File: src/rtl/ds_adc_readout_scheduler_if.sv
// Channel-side and serial-side signals of the ADC readout scheduler.
// The bench or upstream logic drives the master side; the scheduler uses the slave side.
interface ds_adc_readout_scheduler_if #(
  parameter int unsigned NCH   = 3,
  parameter int unsigned WIDTH = 16
);
  logic                 trigger;
  logic [NCH-1:0]       ch_valid;
  logic [NCH*WIDTH-1:0] ch_data;
  logic [NCH-1:0]       ch_mask;
  logic                 clr_status;
  logic                 serial_out;
  logic                 frame_sync;
  logic                 busy;
  logic                 done;
  logic [NCH-1:0]       overrun;
  logic                 trig_dropped;

  modport master (
    output trigger, ch_valid, ch_data, ch_mask, clr_status,
    input  serial_out, frame_sync, busy, done, overrun, trig_dropped
  );

  modport slave (
    input  trigger, ch_valid, ch_data, ch_mask, clr_status,
    output serial_out, frame_sync, busy, done, overrun, trig_dropped
  );
endinterface

File: src/rtl/ds_adc_readout_scheduler.sv
// Shares one serial pin between NCH decimated ADC channels: holds the latest words,
// snapshots them on an external trigger and streams framed channel words in index order.
module ds_adc_readout_scheduler #(
  parameter int unsigned NCH   = 3,
  parameter int unsigned WIDTH = 16,
  parameter int unsigned GAP   = 2
) (
  input logic                       clk,
  input logic                       rst_n,
  ds_adc_readout_scheduler_if.slave bus
);

  localparam int unsigned CntW = $clog2(WIDTH + 16);

  typedef enum logic [2:0] {
    StIdle,
    StStart,
    StId,
    StFresh,
    StData,
    StGap,
    StDone
  } state_e;

  state_e state_q, state_d;

  logic trig_s1_q, trig_s2_q, trig_s3_q;
  logic trig_edge;

  // Storage is sized for the maximum of four channels so the 2-bit index never overruns.
  logic [WIDTH-1:0] hold_q   [4];
  logic [WIDTH-1:0] shadow_q [4];
  logic [3:0]       fresh_q;
  logic [3:0]       fstat_q;

  logic [3:0]       pend_q, pend_d;
  logic [3:0]       rest;
  logic [1:0]       cur;
  logic [CntW-1:0]  cnt_q, cnt_d;
  logic [WIDTH-1:0] sr_q, sr_d;
  logic             snap;
  logic             drop;

  logic [NCH-1:0]   consume;
  logic [NCH-1:0]   ovr_set;
  logic [NCH-1:0]   overrun_q;
  logic             trig_drop_q;

  logic so_q, so_d;
  logic fs_q, fs_d;
  logic busy_q, busy_d;
  logic done_q, done_d;

  // Pad trigger: two-flop synchroniser plus one flop for rising-edge detection.
  always_ff @(posedge clk or negedge rst_n) begin
    if (!rst_n) begin
      trig_s1_q <= 1'b0;
      trig_s2_q <= 1'b0;
      trig_s3_q <= 1'b0;
    end else begin
      trig_s1_q <= bus.trigger;
      trig_s2_q <= trig_s1_q;
      trig_s3_q <= trig_s2_q;
    end
  end

  assign trig_edge = trig_s2_q & ~trig_s3_q;

  // Lowest pending channel index; the loop runs downward so the lowest set bit wins.
  always_comb begin
    cur = 2'd0;
    for (int i = 3; i >= 0; i--) begin
      if (pend_q[i]) begin
        cur = 2'(i);
      end
    end
  end

  // A sample arriving in the snapshot cycle is not an overwrite of the consumed word.
  always_comb begin
    consume = snap ? bus.ch_mask : '0;
    ovr_set = bus.ch_valid & fresh_q[NCH-1:0] & ~consume;
  end

  always_ff @(posedge clk or negedge rst_n) begin
    if (!rst_n) begin
      for (int i = 0; i < 4; i++) begin
        hold_q[i]   <= '0;
        shadow_q[i] <= '0;
      end
      fresh_q <= '0;
      fstat_q <= '0;
    end else begin
      for (int i = 0; i < NCH; i++) begin
        if (bus.ch_valid[i]) begin
          hold_q[i]  <= bus.ch_data[i*WIDTH +: WIDTH];
          fresh_q[i] <= 1'b1;
        end else if (consume[i]) begin
          fresh_q[i] <= 1'b0;
        end
        if (snap) begin
          shadow_q[i] <= hold_q[i];
          fstat_q[i]  <= fresh_q[i];
        end
      end
    end
  end

  always_ff @(posedge clk or negedge rst_n) begin
    if (!rst_n) begin
      overrun_q   <= '0;
      trig_drop_q <= 1'b0;
    end else begin
      for (int i = 0; i < NCH; i++) begin
        if (ovr_set[i]) begin
          overrun_q[i] <= 1'b1;
        end else if (bus.clr_status) begin
          overrun_q[i] <= 1'b0;
        end
      end
      if (drop) begin
        trig_drop_q <= 1'b1;
      end else if (bus.clr_status) begin
        trig_drop_q <= 1'b0;
      end
    end
  end

  // Outputs are registered from the current state, so the stream lags the FSM by one cycle.
  always_comb begin
    state_d = state_q;
    cnt_d   = cnt_q;
    pend_d  = pend_q;
    sr_d    = sr_q;
    rest    = pend_q;
    snap    = 1'b0;
    so_d    = 1'b0;
    fs_d    = 1'b0;
    busy_d  = 1'b0;
    done_d  = 1'b0;
    drop    = trig_edge && (state_q != StIdle);

    case (state_q)
      StIdle: begin
        if (trig_edge) begin
          snap    = 1'b1;
          pend_d  = 4'(bus.ch_mask);
          state_d = (bus.ch_mask != '0) ? StStart : StDone;
        end
      end
      StStart: begin
        so_d    = 1'b1;
        fs_d    = 1'b1;
        busy_d  = 1'b1;
        sr_d    = shadow_q[cur];
        cnt_d   = '0;
        state_d = StId;
      end
      StId: begin
        so_d   = cnt_q[0] ? cur[0] : cur[1];
        busy_d = 1'b1;
        if (cnt_q[0]) begin
          cnt_d   = '0;
          state_d = StFresh;
        end else begin
          cnt_d = cnt_q + 1'b1;
        end
      end
      StFresh: begin
        so_d    = fstat_q[cur];
        busy_d  = 1'b1;
        cnt_d   = '0;
        state_d = StData;
      end
      StData: begin
        so_d   = sr_q[WIDTH-1];
        busy_d = 1'b1;
        sr_d   = sr_q << 1;
        if (cnt_q == CntW'(WIDTH - 1)) begin
          rest   = pend_q & ~(4'b0001 << cur);
          pend_d = rest;
          cnt_d  = '0;
          if (rest == 4'b0000) begin
            state_d = StDone;
          end else if (GAP == 0) begin
            state_d = StStart;
          end else begin
            state_d = StGap;
          end
        end else begin
          cnt_d = cnt_q + 1'b1;
        end
      end
      StGap: begin
        busy_d = 1'b1;
        if (cnt_q == CntW'(GAP - 1)) begin
          cnt_d   = '0;
          state_d = StStart;
        end else begin
          cnt_d = cnt_q + 1'b1;
        end
      end
      StDone: begin
        done_d  = 1'b1;
        state_d = StIdle;
      end
      default: begin
        state_d = StIdle;
      end
    endcase
  end

  always_ff @(posedge clk or negedge rst_n) begin
    if (!rst_n) begin
      state_q <= StIdle;
      cnt_q   <= '0;
      pend_q  <= '0;
      sr_q    <= '0;
      so_q    <= 1'b0;
      fs_q    <= 1'b0;
      busy_q  <= 1'b0;
      done_q  <= 1'b0;
    end else begin
      state_q <= state_d;
      cnt_q   <= cnt_d;
      pend_q  <= pend_d;
      sr_q    <= sr_d;
      so_q    <= so_d;
      fs_q    <= fs_d;
      busy_q  <= busy_d;
      done_q  <= done_d;
    end
  end

  assign bus.serial_out   = so_q;
  assign bus.frame_sync   = fs_q;
  assign bus.busy         = busy_q;
  assign bus.done         = done_q;
  assign bus.overrun      = overrun_q;
  assign bus.trig_dropped = trig_drop_q;

endmodule

File: src/flat_wrapper.sv
// flat-port wrapper written by rule: the top's interface ports become plain ports
module ds_adc_readout_scheduler_flat 
#(
  parameter int unsigned NCH   = 3,
  parameter int unsigned WIDTH = 16,
  parameter int unsigned GAP   = 2
)
  (clk, rst_n, bus_trigger, bus_ch_valid, bus_ch_data, bus_ch_mask, bus_clr_status, bus_serial_out, bus_frame_sync, bus_busy, bus_done, bus_overrun, bus_trig_dropped);
  ds_adc_readout_scheduler_if #(.NCH(NCH), .WIDTH(WIDTH)) bus_i ();
  input logic clk;
  input logic rst_n;
  input wire logic [$bits(bus_i.trigger)-1:0] bus_trigger;
  input wire logic [$bits(bus_i.ch_valid)-1:0] bus_ch_valid;
  input wire logic [$bits(bus_i.ch_data)-1:0] bus_ch_data;
  input wire logic [$bits(bus_i.ch_mask)-1:0] bus_ch_mask;
  input wire logic [$bits(bus_i.clr_status)-1:0] bus_clr_status;
  output wire logic [$bits(bus_i.serial_out)-1:0] bus_serial_out;
  output wire logic [$bits(bus_i.frame_sync)-1:0] bus_frame_sync;
  output wire logic [$bits(bus_i.busy)-1:0] bus_busy;
  output wire logic [$bits(bus_i.done)-1:0] bus_done;
  output wire logic [$bits(bus_i.overrun)-1:0] bus_overrun;
  output wire logic [$bits(bus_i.trig_dropped)-1:0] bus_trig_dropped;
  assign bus_i.trigger = bus_trigger;
  assign bus_i.ch_valid = bus_ch_valid;
  assign bus_i.ch_data = bus_ch_data;
  assign bus_i.ch_mask = bus_ch_mask;
  assign bus_i.clr_status = bus_clr_status;
  assign bus_serial_out = bus_i.serial_out;
  assign bus_frame_sync = bus_i.frame_sync;
  assign bus_busy = bus_i.busy;
  assign bus_done = bus_i.done;
  assign bus_overrun = bus_i.overrun;
  assign bus_trig_dropped = bus_i.trig_dropped;
  ds_adc_readout_scheduler #(.NCH(NCH), .WIDTH(WIDTH), .GAP(GAP)) u_core (.clk(clk), .rst_n(rst_n), .bus(bus_i));
endmodule
File: config.mk
export PLATFORM = sky130hd
export DESIGN_NAME = ds_adc_readout_scheduler_flat
export DESIGN_NICKNAME = d
export VERILOG_FILES = /design/src/rtl/ds_adc_readout_scheduler_if.sv /design/src/rtl/ds_adc_readout_scheduler.sv /design/src/flat_wrapper.sv
export SDC_FILE = /design/constraint.sdc
export NUM_CORES = 1
export LEC_CHECK = 0
export BUFFER_PORTS_ARGS = -buffer_cell sky130_fd_sc_hd__buf_2
export CAP_MARGIN = 20
export CORE_ASPECT_RATIO = 2
export CORE_MARGIN = 3
export CORE_UTILIZATION = 45
export CTS_CLUSTER_DIAMETER = 80
export DETAILED_ROUTE_END_ITERATION = 16
export PLACE_DENSITY_LB_ADDON = 0.08
export SLEW_MARGIN = 20
export SYNTH_ARGS = -nofsm -noshare
export SYNTH_HDL_FRONTEND = slang
export SYNTH_SLANG_ARGS = --single-unit
export TNS_END_PERCENT = 10
File: constraint.sdc
create_clock -name clk -period 4.7 [get_ports clk]
set_clock_uncertainty 0.05 [all_clocks]
set_input_delay 0.94 -clock clk [delete_from_list [all_inputs] [get_ports clk]]
set_output_delay 0.94 -clock clk [all_outputs]
set_load 0.02 [all_outputs]
* After elaboration in Yosys (flattened, before gate mapping)
Cells that the tools add are included.
** Word-level totals
- RAM bits :: 0
- Memories :: 0
- Bits in read-only memories :: 0
- Bits in registers :: 141
- Input bits :: 58
- Bits in latches :: 0
** Operators by class
- Multiplexer cells :: 43
- Shifts and indexed selects :: 1
- Reductions and logical operators :: 19
- $add $sub $neg :: 1
- Equality and inequality tests :: 12
- Bitwise operators :: 8
- Divide/modulo/power cells :: 0
- Order comparisons :: 2
- Multiply operators :: 0
** Operators by type and width (number)
- 16-bit binary-select mux with 2-bit select :: 1
- 16-bit two-way mux :: 2
- 16-bit case mux with 2 select lines :: 1
- 5-bit case mux with 4 select lines :: 1
- 1-bit two-way mux :: 18
- 3-bit two-way mux :: 6
- 3-bit case mux with 6 select lines :: 1
- 2-bit nonzero test :: 9
- 5-bit two-way mux :: 3
- 2-bit two-way mux :: 5
- 3-bit == test (second input constant) :: 3
- 4-bit two-way mux :: 2
- 2-bit by 1-bit inequality test with 1-bit output (second input constant) :: 4
- 4-bit case mux with 2 select lines :: 1
- 3-bit AND :: 2
- 3-bit by 2-bit == test with 1-bit output (second input constant) :: 2
- 3-bit nonzero test :: 2
- 5-bit by 1-bit adder with 5-bit output (second input constant) :: 1
- 5-bit by 1-bit == test with 1-bit output (second input constant) :: 1
- 5-bit by 4-bit == test with 1-bit output (second input constant) :: 1
- 5-bit OR reduction :: 1
- 4-bit AND :: 1
- 4-bit logical NOT :: 1
- 4-bit NOT :: 1
- 16 further kinds :: 16

* Longest topological paths before layout
Gate-level depths: netlist of run 1.
- Word-level depth :: 11
- Mapped depth :: 8

* Worst setup path before layout of run 1
OpenSTA, ideal clock, no wires.
- Path kind :: in2reg
- From :: in bus_ch_valid[1]
- To :: reg u_core.hold_q[39] (netlist name)
- Cell stages on the path :: 3
- Data required time :: 4.525 ns
- Path slack :: 2.701 ns
- Setup time :: 0.125 ns
- Data arrival time :: 1.824 ns
- Cells stage by stage :: clkbuf_1 > buf_2 > mux2_2
** RTL lines
- start, declared :: RTL line flat_wrapper.sv:13 : input wire logic [$bits(bus_i.ch_valid)-1:0] bus_ch_valid;
- end signal, assigned by index :: RTL line ds_adc_readout_scheduler.sv:96 : hold_q[i] <= bus.ch_data[i*WIDTH +: WIDTH];
- end, declared :: RTL line ds_adc_readout_scheduler.sv:31 : logic [WIDTH-1:0] hold_q [4];
No word-level cell between the ends.

* Worst setup path in the final report of run 1
- From :: reg u_core.state_q[1]
- To :: reg u_core.pend_q[2]
** On the way
- Longest elaborated chain between the ends :: 3
- Elaborated cells on any way between the ends :: 7
** Ends and longest elaborated chain
- start, declared :: RTL line ds_adc_readout_scheduler.sv:25 : state_e state_q, state_d;
- start signal, assigned :: RTL line ds_adc_readout_scheduler.sv:215 : state_q <= StIdle;
- start signal, assigned :: RTL line ds_adc_readout_scheduler.sv:224 : state_q <= state_d;
- 3-bit == test or 3-bit logical NOT (tied branches) :: RTL line ds_adc_readout_scheduler.sv:143 : case (state_q)
- 2-bit by 1-bit inequality test with 1-bit output (no line) or 2-bit nonzero test (tied branches)
- 3-bit AND reduction (no line)
- end signal, assigned :: RTL line ds_adc_readout_scheduler.sv:226 : pend_q <= pend_d;
- end, declared :: RTL line ds_adc_readout_scheduler.sv:36 : logic [3:0] pend_q, pend_d;
Parallel ways exist; a longest one is shown, timed or not.
A chain may end at the register's enable or synchronous reset.

==> results of run 1 <==
cell usage in the layout, fill, tap and decap left out, types with 2 or more instances in the layout:
cell type / n
o31ai_1: 2
o221ai_1: 2
nor2b_1: 6
nand3_1: 3
a22oi_1: 18
clkinvlp_4: 3
nor3_1: 6
a32oi_1: 2
nand2b_1: 2
o21ai_0: 7
inv_1: 10
or3b_1: 2
buf_2: 64
buf_4: 5
o22ai_1: 16
ha_1: 5
a21oi_1: 21
and3_1: 2
mux2i_1: 4
a21o_1: 3
nand2_1: 168
o2bb2ai_1: 3
clkbuf_16: 17
a22o_1: 4
a2bb2oi_1: 15
clkinv_4: 4
dfrtp_1: 141
mux2_2: 48
inv_6: 2
o211ai_1: 2
clkbuf_1: 3
a32o_1: 3
clkinv_2: 2
nor2_1: 5
state kept, by name (all words and copies together) (netlist names), 3 cells and up:
signal / flops
u_core.bus.overrun: 3
u_core.fstat_q: 3
u_core.sr_q: 16
u_core.hold_q: 48
u_core.pend_q: 4
u_core.cnt_q: 5
u_core.fresh_q: 3
u_core.shadow_q: 48
u_core.state_q: 3
through the flow:
| stage | util (%) | total power (µW) | setup WS, ns | cells |
|---|---|---|---|---|
| 6_report | 53.2 | 4350 | 2.40 | 772 |
| 3_3_place_gp | 49.0 | 3080 | 2.46 | 740 |
| 2_1_floorplan | - | 2790 | 2.70 | 554 |
| 5_1_grt | 53.2 | 4650 | 2.19 | 772 |
| 3_5_place_dp | 49.0 | 3120 | 2.41 | 740 |
| 4_1_cts | 53.2 | 4390 | 2.39 | 772 |
cell families after synthesis:
group,synth area share [%]
simple gates,14.1
flops,58.6
compound gates,12.9
mux,9.64
buf+inv,3.74
fa+ha+maj,1.04
worst max-delay path, stage by stage, from the launching register on:
cell and delay [ns]:
dfrtp_1 0.56, or3_4 0.45, nor2_4 0.31, buf_4 0.47, o22ai_1 0.16, o2bb2ai_1 0.15
power by group:
group | internal, µW | switching [µW] | leakage (µW)
registers | 1590 | 317 | 0.00167
clock network | 732 | 520 | 0.000261
logic | 539 | 647 | 0.00132
layer usage:
layer	vias to the layer above	track usage [%]
li1	2023	-
met1	2098	22.7
met2	78	34.1
met3	19	4.47
met4	0	7.41
met5	-	0
path summary, 6_finish.rpt:
kind / startpoint / endpoint / slack [ns] / cells after the start
min: u_core.trig_s1_q / u_core.trig_s2_q / 0.30 / 0
max in group asynchronous: rst_n / u_core.hold_q[45] / 3.09 / 2
min in group asynchronous: rst_n / u_core.trig_s2_q / 0.55 / 1
max: u_core.state_q[1] / u_core.pend_q[2] / 2.40 / 5
min reg2reg: u_core.trig_s1_q / u_core.trig_s2_q / 0.30 / 0
max reg2reg: u_core.state_q[1] / u_core.pend_q[2] / 2.40 / 5
area by class of cell:
cell class / count / area, µm² / area share [%]
clock buffers: 20 / 437 / 6.28
clock inverters: 12 / 115 / 1.66
inverters: 11 / 41.3 / 0.594
multi-input cells: 366 / 2270 / 32.7
flip-flops and latches: 141 / 3530 / 50.8
well taps: 152 / 190 / 2.74
repair buffers: 70 / 369 / 5.31
==> summary.md, run 1 <==
| Metric | Value |
|---|---|
| Status | `finished clean` |
| CP Class | `reg -> reg` |
| Critical Path End Type | `flip-flop` |
| Final setup viols | `0` |
| Initial antenna violation count | `0` |
| DRC Markers | `0` |
| Final nets | `between 600 and 700` |
| Met2 wire length | `approximately 7.4 mm` |
| # diodes | `0` |
| Post-placement cell area | `roughly 0.0064 mm²` |
| Layout cells sized above 1 | `about a quarter` |
| Power Density | `between 600 and 700 mW/mm²` |
| Gr usage total | `19.5%` |
| Hold buffer count at CTS | `0` |
| Area growth syn-to-layout | `15.4%` |
| Chip Height | `about 170 µm` |
| Initial Utilization | `46.1%` |
| Post-Synthesis Cells | `about 550` |
| Ys Warns | `17` |
| Core area | `~0.013 mm²` |
| Synth top area cells | `dfrtp_1, nand2_1, mux2_2, a22oi_1, a2bb2oi_1` |
| Pre-Repair DR Iteration Count | `5` |
| Fill cells | `around 1,200` |
| Synthesized Nets | `between 600 and 700` |
| Post-synth cell types | `50` |
| Cell Rows | `59` |
| Clock Root Buffer | `clkbuf_16` |
| Later-pin clock latency in the skew report | `between 0.4 and 0.5 ns` |
| Lkg Pwr | `between 0.003 and 0.004 µW` |
| Mapped Area | `around 0.0060 mm²` |
| DIE AREA | `between 0.01 and 0.015 mm²` |
| Setup tns final | `0 ns` |
| Seq/Total Area, Yosys | `around 60%` |
| Routed Antenna Nets | `0` |
| IO Count | `66` |
| Detail-routed via count per cell | `roughly 5.5` |
| FFs w/ async S/R, synth | `between 90% and 100%` |
| TritonCTS clock tree | `yes` |
| Port Buffers | `65` |
| Max-Cap Viols | `0` |
| Number of global-route vias before repair | `~4,600` |
| Top-count cell post-synth | `nand2_1` |
| Nature of the critical path startpoint | `flip-flop` |
| Crit path required time | `4.92 ns` |
| Period utilization | `roughly 49%` |
| Final Hold Violating Endpoints | `0` |
| Post-synth top area share | `around 59%` |
| Clock Path Buffers | `2` |
| Total gr overflow | `0` |
| Most frequent cells after synthesis | `nand2_1, dfrtp_1, mux2_2` |
| Final min period | `2.30 ns` |
| DP Wirelength | `between 8 and 9 mm` |
| Final slew viol count | `0` |
| Post-synth top flop | `dfrtp_1` |
| H-Tree Level Count | `4` |
| Worst-margin pin slew | `around 0.97 ns` |
| Worst Path Arrival | `about 2.5 ns` |
| Hold WC Path Type | `reg -> reg` |
| Synth Area per Inst | `between 10 and 15 µm²` |
| CTS sink cnt | `141` |
| Met3 wire len | `roughly 400 µm` |
| Largest net degree at the start of global routing | `around 100` |
| Yosys reg bits | `~140` |
| Initial DRC Count | `~160` |
| Gp weighted congestion | `between 0.8 and 0.9` |
| Synth area leader | `dfrtp_1` |
| RSZ-0062 raised after global routing | `false` |
| Post-CTS Setup Bufs | `0` |
| Number of synthesized flops with an enable pin | `0` |
| Worst-path clk slew | `roughly 0.060 ns` |
| Final instance area | `roughly 0.007 mm²` |
| VDD IR max | `between 0.0003 and 0.0004 V` |
| Die width | `approximately 88 µm` |
| Drt total wl | `~13 mm` |
| Total vias in the final route | `4,218` |
| WHS | `0.303 ns` |
| Max FO, Critical Path | `44` |
| Met1 wire length | `5.38 mm` |
| CTS Buf Count | `17` |
| Fmax | `roughly 440 MHz` |
| Normalized max-slew margin | `35.0%` |
| Avg WL per Cell | `around 17 µm` |
| First-pass GRT wire length | `around 22 mm` |
| Post-cts resize count | `0` |
| Top sig layer | `met4` |
Note: power is estimated with default switching activity, not from simulation.
==> inputs of run 2 (changes only) <==
ABC_AREA = 1   (was not set)
clock period = 2.1 ns   (was 4.7 ns; I/O delays follow)
==> summary.md, run 2 <==
| Metric | Value |
|---|---|
| Status | `finished clean` |
| Post-layout util | `between 50% and 60%` |
| Avg WL per Cell | `approximately 14 µm` |
| Fmax | `slightly below 600 MHz` |
| Post-synth top flop | `dfrtp_1` |
| Most common cell on crit path | `nand2_1` |
| RSZ-0062 raised after global routing | `false` |
| Core area | `0.0145 mm²` |
| Seq/Total Area, Yosys | `about 53%` |
| Critical path cell sequence | `ha_1, nand3_1, inv_1, ha_1, inv_1, nand2_1, o21ai_0, nor2_1, nand2_1, nand2_1` |
| Synth top area cells | `dfrtp_1, nand2_1, inv_1, o21ai_0, nand3_1` |
| Chip Height | `179 µm` |
| Seq. cell area | `0.00353 mm²` |
| Mapped Area | `between 0.006 and 0.007 mm²` |
| Post-synth cell types | `31` |
| Biggest regs | `u_core.hold_q: 48 flops, u_core.shadow_q: 48 flops, u_core.sr_q: 16 flops` |
| Hold WC Path Type | `in -> reg` |
| Worst hold endpoint | `u_core.trig_s1_q` |
| CTS Buf Count | `17` |
| Path depth of the worst reg2reg path | `10` |
| Hold depth | `1` |
| Initial Utilization | `a little under half` |
| Pre-Repair DR Iteration Count | `5` |
| Reg2reg start | `u_core.cnt_q[0]` |
| Drt total wl | `15.0 mm` |
| Post-CTS Setup Bufs | `0` |
| DIE AREA | `approximately 0.016 mm²` |
| Final slew viol count | `0` |
| Total vias in the final route | `5,179` |
| Post-synth top area share | `a little over half` |
| Number of synthesized flops with an enable pin | `0` |
| Switch Pwr | `roughly 4200 µW` |
| Period utilization | `between 80% and 90%` |
| TritonCTS clock tree | `yes` |
| Max FO, Critical Path | `7` |
| Gr usage total | `19.5%` |
| Final nets | `between 900 and 1,000` |
| Yosys reg bits | `141` |
| DRC Markers | `0` |
| Worst flop-to-flop path endpoint | `u_core.state_q[0]` |
| Lkg Pwr | `between 0.004 and 0.005 µW` |
| Synth area leader | `dfrtp_1` |
| Normalized max-slew margin | `between 50% and 60%` |
| H-Tree Level Count | `4` |
| Hold Startpoint | `bus_trigger` |
| Flop-to-flop setup slack | `about 0.38 ns` |
| Synth Area per Inst | `approximately 8.4 µm²` |
| Ys Warns | `17` |
| FFs w/ async S/R, synth | `100%` |
| Sequential share of power | `between 30% and 40%` |
| Worst Setup Slack, final | `0.379 ns` |
| Clk pwr share | `between 20 and 30%` |
| Synthesized Nets | `between 800 and 900` |
| # diodes | `0` |
| VDD IR max | `about 0.00064 V` |
| Commonest non-fill, non-tap cell in the layout | `nand2_1` |
| Post-Synthesis Cells | `802` |
| Nature of the critical path startpoint | `flip-flop` |
| Switch share | `37.6%` |
| Worst-path clk slew | `~0.06 ns` |
| Number of global-route vias before repair | `about 5,300` |
| Largest net degree at the start of global routing | `48` |
| CTS sink cnt | `between 100 and 150` |
| DP Worst Slack | `0.393 ns` |
| Setup tns final | `0 ns` |
| Initial DRC Count | `approximately 260` |
| Layout cells sized above 1 | `a little over a fifth` |
| Slowest CP cell | `dfrtp_1` |
| Internal power | `7060 µW` |
| Detail-routed via count per cell | `about 4.8` |
| Crit path required time | `2.36 ns` |
| CP Class | `reg -> reg` |
| First-pass GRT wire length | `approximately 25 mm` |
| Later-pin clock latency in the skew report | `roughly 0.42 ns` |
| Die width | `a little over 90 µm` |
| Clock Path Buffers | `2` |
| Initial antenna violation count | `0` |
| Combinational Power Share | `between 30 and 40%` |
| Final setup viols | `0` |
| Worst-margin pin slew | `0.748 ns` |
| Routed Antenna Nets | `0` |
| Port Buffers | `65` |
| DP Wirelength | `approximately 11 mm` |
| Critical Path End Type | `flip-flop` |
| Total gr overflow | `0` |
| Worst Path Arrival | `just under 2 ns` |
| Area growth syn-to-layout | `16.5%` |
| Multi-input logic area | `roughly 0.0024 mm²` |
| Max-Cap Viols | `0` |
| Clock Root Buffer | `clkbuf_16` |
| IO Count | `66` |
| Most frequent cells after synthesis | `nand2_1, dfrtp_1, inv_1` |
| Final Hold Violating Endpoints | `0` |
| Gp weighted congestion | `~0.87` |
| Fill cells | `between 1,000 and 1,500` |
| Final min period | `1.72 ns` |
| Top-count cell post-synth | `nand2_1` |
| Power Density | `approximately 1400 mW/mm²` |
| Most frequent cells in the layout | `nand2_1, dfrtp_1, inv_1, o21ai_0, nand3_1` |
| CP peak stage delay | `between 0.4 and 0.5 ns` |
| Cell Rows | `between 60 and 70` |
[run 2: worst max-delay path, delay by kind of cell (launching register included)]
| kind | cells | cell delay (ns) |
|---|---|---|
| DFF | 1 | 0.45 |
| AOI/OAI and AO/OA | 1 | 0.10 |
| and+or+nand+nor | 5 | 0.40 |
| buffers and inverters | 2 | 0.16 |
| adders and majority gates | 2 | 0.45 |
[run 2: worst max-delay path by stage]
stage	from	end	slack [ns]	cells past startpoint
finish	u_core.cnt_q[0]	u_core.state_q[0]	0.38	10
global placement	u_core.cnt_q[0]	u_core.state_q[0]	0.42	10
CTS	u_core.cnt_q[0]	u_core.state_q[0]	0.37	10
floorplan	u_core.cnt_q[0]	u_core.state_q[0]	0.56	10
detailed placement	u_core.cnt_q[0]	u_core.state_q[0]	0.39	10
global route	u_core.cnt_q[0]	u_core.pend_q[2]	0.20	8
[run 2: area by class of cell]
class                      instances  share of cell area [%]
inverter                         146                    7.01
timing repair buffer              76                    5.81
clock inverter                    11                    2.43
sequential                       141                    45.2
tap                              192                    3.07
multi-input combinational        482                    30.7
clock buffer                      20                    5.84
[run 2: cells by family after synthesis]
family                   share of synthesized area, %
adder cells (fa/ha/maj)                         0.933
flip-flops                                       52.6
AO/OA/AOI/OAI                                    12.1
AND/OR/NAND/NOR                                  22.7
buffers and inverters                            11.7
[run 2: repair_timing]
action	CTS	global route
hold buffers	1	0
endpoints found under the hold margin	42	0
resized for setup	0	0
setup endpoints to repair	0	0
[run 2: layer usage]
layer  GRT usage [%]  routed length (µm)  share of wire (%)
met5               0                   0                  0
met4            10.4                 596                4.0
met3            3.76                 443                2.9
met2            35.5                8180                 54
met1            21.0                5830                 39
[run 2: metrics by stage]
stage / std cells / cell area, µm² / power, µW / hold WS [ns]
after floorplan: 802 / 6710 / 7060 / 0.0744
after global routing: 1068 / 7810 / 12100 / 0.0445
after CTS: 1068 / 7810 / 11400 / 0.0398
final: 1068 / 7810 / 11300 / 0.0555
after detailed placement: 1036 / 7160 / 8060 / 0.295
after global placement: 1036 / 7160 / 7960 / 0.288
[run 2: power by group through the flow]
stage                     logic (µW)  registers, µW  clock network, µW
after CTS                       3920           4140               3370
after global routing            4400           4240               3460
after floorplan                 3000           4060                  0
final                           3880           4140               3300
after detailed placement        3890           4180                  0
after global placement          3810           4150                  0
==> inputs of run 3 (changes only) <==
clock period = 1.45 ns   (was 2.1 ns; I/O delays follow)
==> summary.md, run 3 (synthesis results as in run 2) <==
| Metric | Value |
|---|---|
| Pre-Repair DR Iteration Count | `4` |
| Nature of the critical path startpoint | `flip-flop` |
| Max FO, Critical Path | `6` |
| Worst Setup Slack, final | `between 0.002 and 0.003 ns` |
| Multi-input logic area | `roughly 0.0026 mm²` |
| Path depth of the worst reg2reg path | `6` |
| Worst hold endpoint | `u_core.hold_q[35]` |
| Drt total wl | `15.2 mm` |
| Worst-margin pin slew | `0.495 ns` |
| # diodes | `0` |
| Largest net degree at the start of global routing | `90` |
| Max-Cap Viols | `0` |
| Total gr overflow | `0` |
| CTS sink cnt | `141` |
| Final slew viol count | `0` |
| Crit path launch | `u_core.state_q[0]` |
| Initial antenna violation count | `0` |
| Reg2reg start | `u_core.state_q[0]` |
| Initial Utilization | `between 40 and 50%` |
| Area growth syn-to-layout | `23.5%` |
| Lkg Pwr | `0.00442 µW` |
| H-Tree Level Count | `4` |
| Fill cells | `1,387` |
| Status | `finished clean` |
| Gr usage total | `approximately 20%` |
| CTS Buf Count | `17` |
| GRT busiest layer | `met2` |
| DRC Markers | `0` |
| Power Density | `2050 mW/mm²` |
| Later-pin clock latency in the skew report | `around 0.41 ns` |
| DP Worst Slack | `-0.119 ns` |
| GRT met2 Usage | `between 30% and 40%` |
| Cell Rows | `62` |
| Flop-to-flop setup slack | `around 0.0028 ns` |
| Die width | `92.3 µm` |
| Biggest regs | `u_core.hold_q: 48 flops, u_core.shadow_q: 48 flops, u_core.sr_q: 16 flops` |
| Most frequent cells in the layout | `nand2_1, dfrtp_1, inv_1, o21ai_0, buf_2` |
| Hold depth | `3` |
| Fmax | `691 MHz` |
| Period utilization | `~100%` |
| IO Count | `66` |
| Avg WL per Cell | `13.8 µm` |
| Gp weighted congestion | `a little over 0.8` |
| Seq. cell area | `approximately 0.0035 mm²` |
| DIE AREA | `0.0165 mm²` |
| First-pass GRT wire length | `roughly 25 mm` |
| Worst-path clk slew | `approximately 0.06 ns` |
| Hold WC Path Type | `in -> reg` |
| Initial DRC Count | `200` |
| Port Buffers | `65` |
| Layout cells sized above 1 | `27.7%` |
| Critical Path End Type | `flip-flop` |
| Normalized max-slew margin | `between 60% and 70%` |
| Met3 global-route usage | `under 10%` |
| CP Class | `reg -> reg` |
| Clock Root Buffer | `clkbuf_16` |
| Core area | `0.0145 mm²` |
| Number of global-route vias before repair | `5,338` |
| Routed Antenna Nets | `0` |
| Worst flop-to-flop path endpoint | `u_core.pend_q[2]` |
| Crit path required time | `1.69 ns` |
| Clock Path Buffers | `2` |
| DP Wirelength | `roughly 11 mm` |
| Chip Height | `179 µm` |
| Final nets | `slightly below 1,000` |
| Detail-routed via count per cell | `4.82` |
| GRT met1 Usage | `between 20% and 30%` |
| Final setup viols | `0` |
| Worst Path Arrival | `roughly 1.7 ns` |
| Final min period | `between 1 and 1.5 ns` |
| Hold Startpoint | `bus_ch_data[19]` |
| WHS | `0.0253 ns` |
| Final Hold Violating Endpoints | `0` |
| VDD IR max | `around 0.00092 V` |
| RSZ-0062 raised after global routing | `true` |
| Commonest non-fill, non-tap cell in the layout | `nand2_1` |
| Total vias in the final route | `about 5,300` |
| TritonCTS clock tree | `yes` |
[run 3: changes by cell type in the layout (fill, tap and decap cells not counted), moves of 5 or more]
| cell | delta |
|---|---|
| buf_4 | +24 |
| o21ai_0 | -11 |
| buf_12 | +8 |
| o21ai_1 | +8 |
| nand3_2 | +13 |
| inv_1 | -5 |
| nand3_1 | -14 |
[run 3: through the flow]
stage / setup TNS [ns] / std cells / total power [µW] / util (%) / cell area [µm²]
after floorplan: 0 / 802 / 10200 / - / 6720
after global placement: -0.560 / 1057 / 12000 / 51.0 / 7390
after detailed placement: -0.846 / 1057 / 12200 / 51.0 / 7390
after CTS: -0.0949 / 1094 / 16700 / 55.6 / 8060
after global routing: -0.940 / 1103 / 18400 / 57.1 / 8280
final: 0 / 1103 / 17000 / 57.1 / 8280
[run 3: cell type report]
type                            instances  area share, %
Sequential cell                       141           42.6
Multi-Input combinational cell        483           30.9
Timing Repair Buffer                  110           9.85
Inverter                              146           6.80
Clock buffer                           19           5.23
Tap cell                              192           2.90
Clock inverter                         12           1.69
[run 3: timing repair]
item / in CTS / in global routing
buffers inserted: 4 / 8
setup endpoints to repair: 31 / 79
pin swaps: 5 / 5
cloned: 0 / 1
gates resized for setup: 15 / 43
endpoints found under the hold margin: 142 / 0
hold buffers: 2 / 0
[run 3: layer usage]
layer | up-vias | part of all wire, %
met4 | 0 | 3.8
met3 | 29 | 2.3
met1 | 2523 | 39
li1 | 2674 | -
met2 | 91 | 55
met5 | - | 0
[run 3: worst max-delay path by stage]
stage,end,slack (ns)
floorplan,u_core.state_q[0],0.009
global placement,u_core.state_q[2],-0.11
detailed placement,u_core.state_q[2],-0.12
CTS,u_core.state_q[2],-0.03
global route,u_core.pend_q[2],-0.1
finish,u_core.pend_q[2],0.003
[run 3: critical path, cell delays in order, from the launching register on]
cell,delay (ns)
dfrtp_1,0.43
inv_2,0.14
nand3_4,0.15
buf_4,0.20
o21ai_4,0.18
or2_0,0.13
nand2_1,0.05
[run 3: power breakdown]
part	leakage, µW	switching (µW)	total [µW]	internal (µW)
combinational	0.00241	4150	6860	2710
sequential	0.00174	739	5910	5170
clock	0.000270	1700	4240	2540
total	0.00442	6590	17000	10400
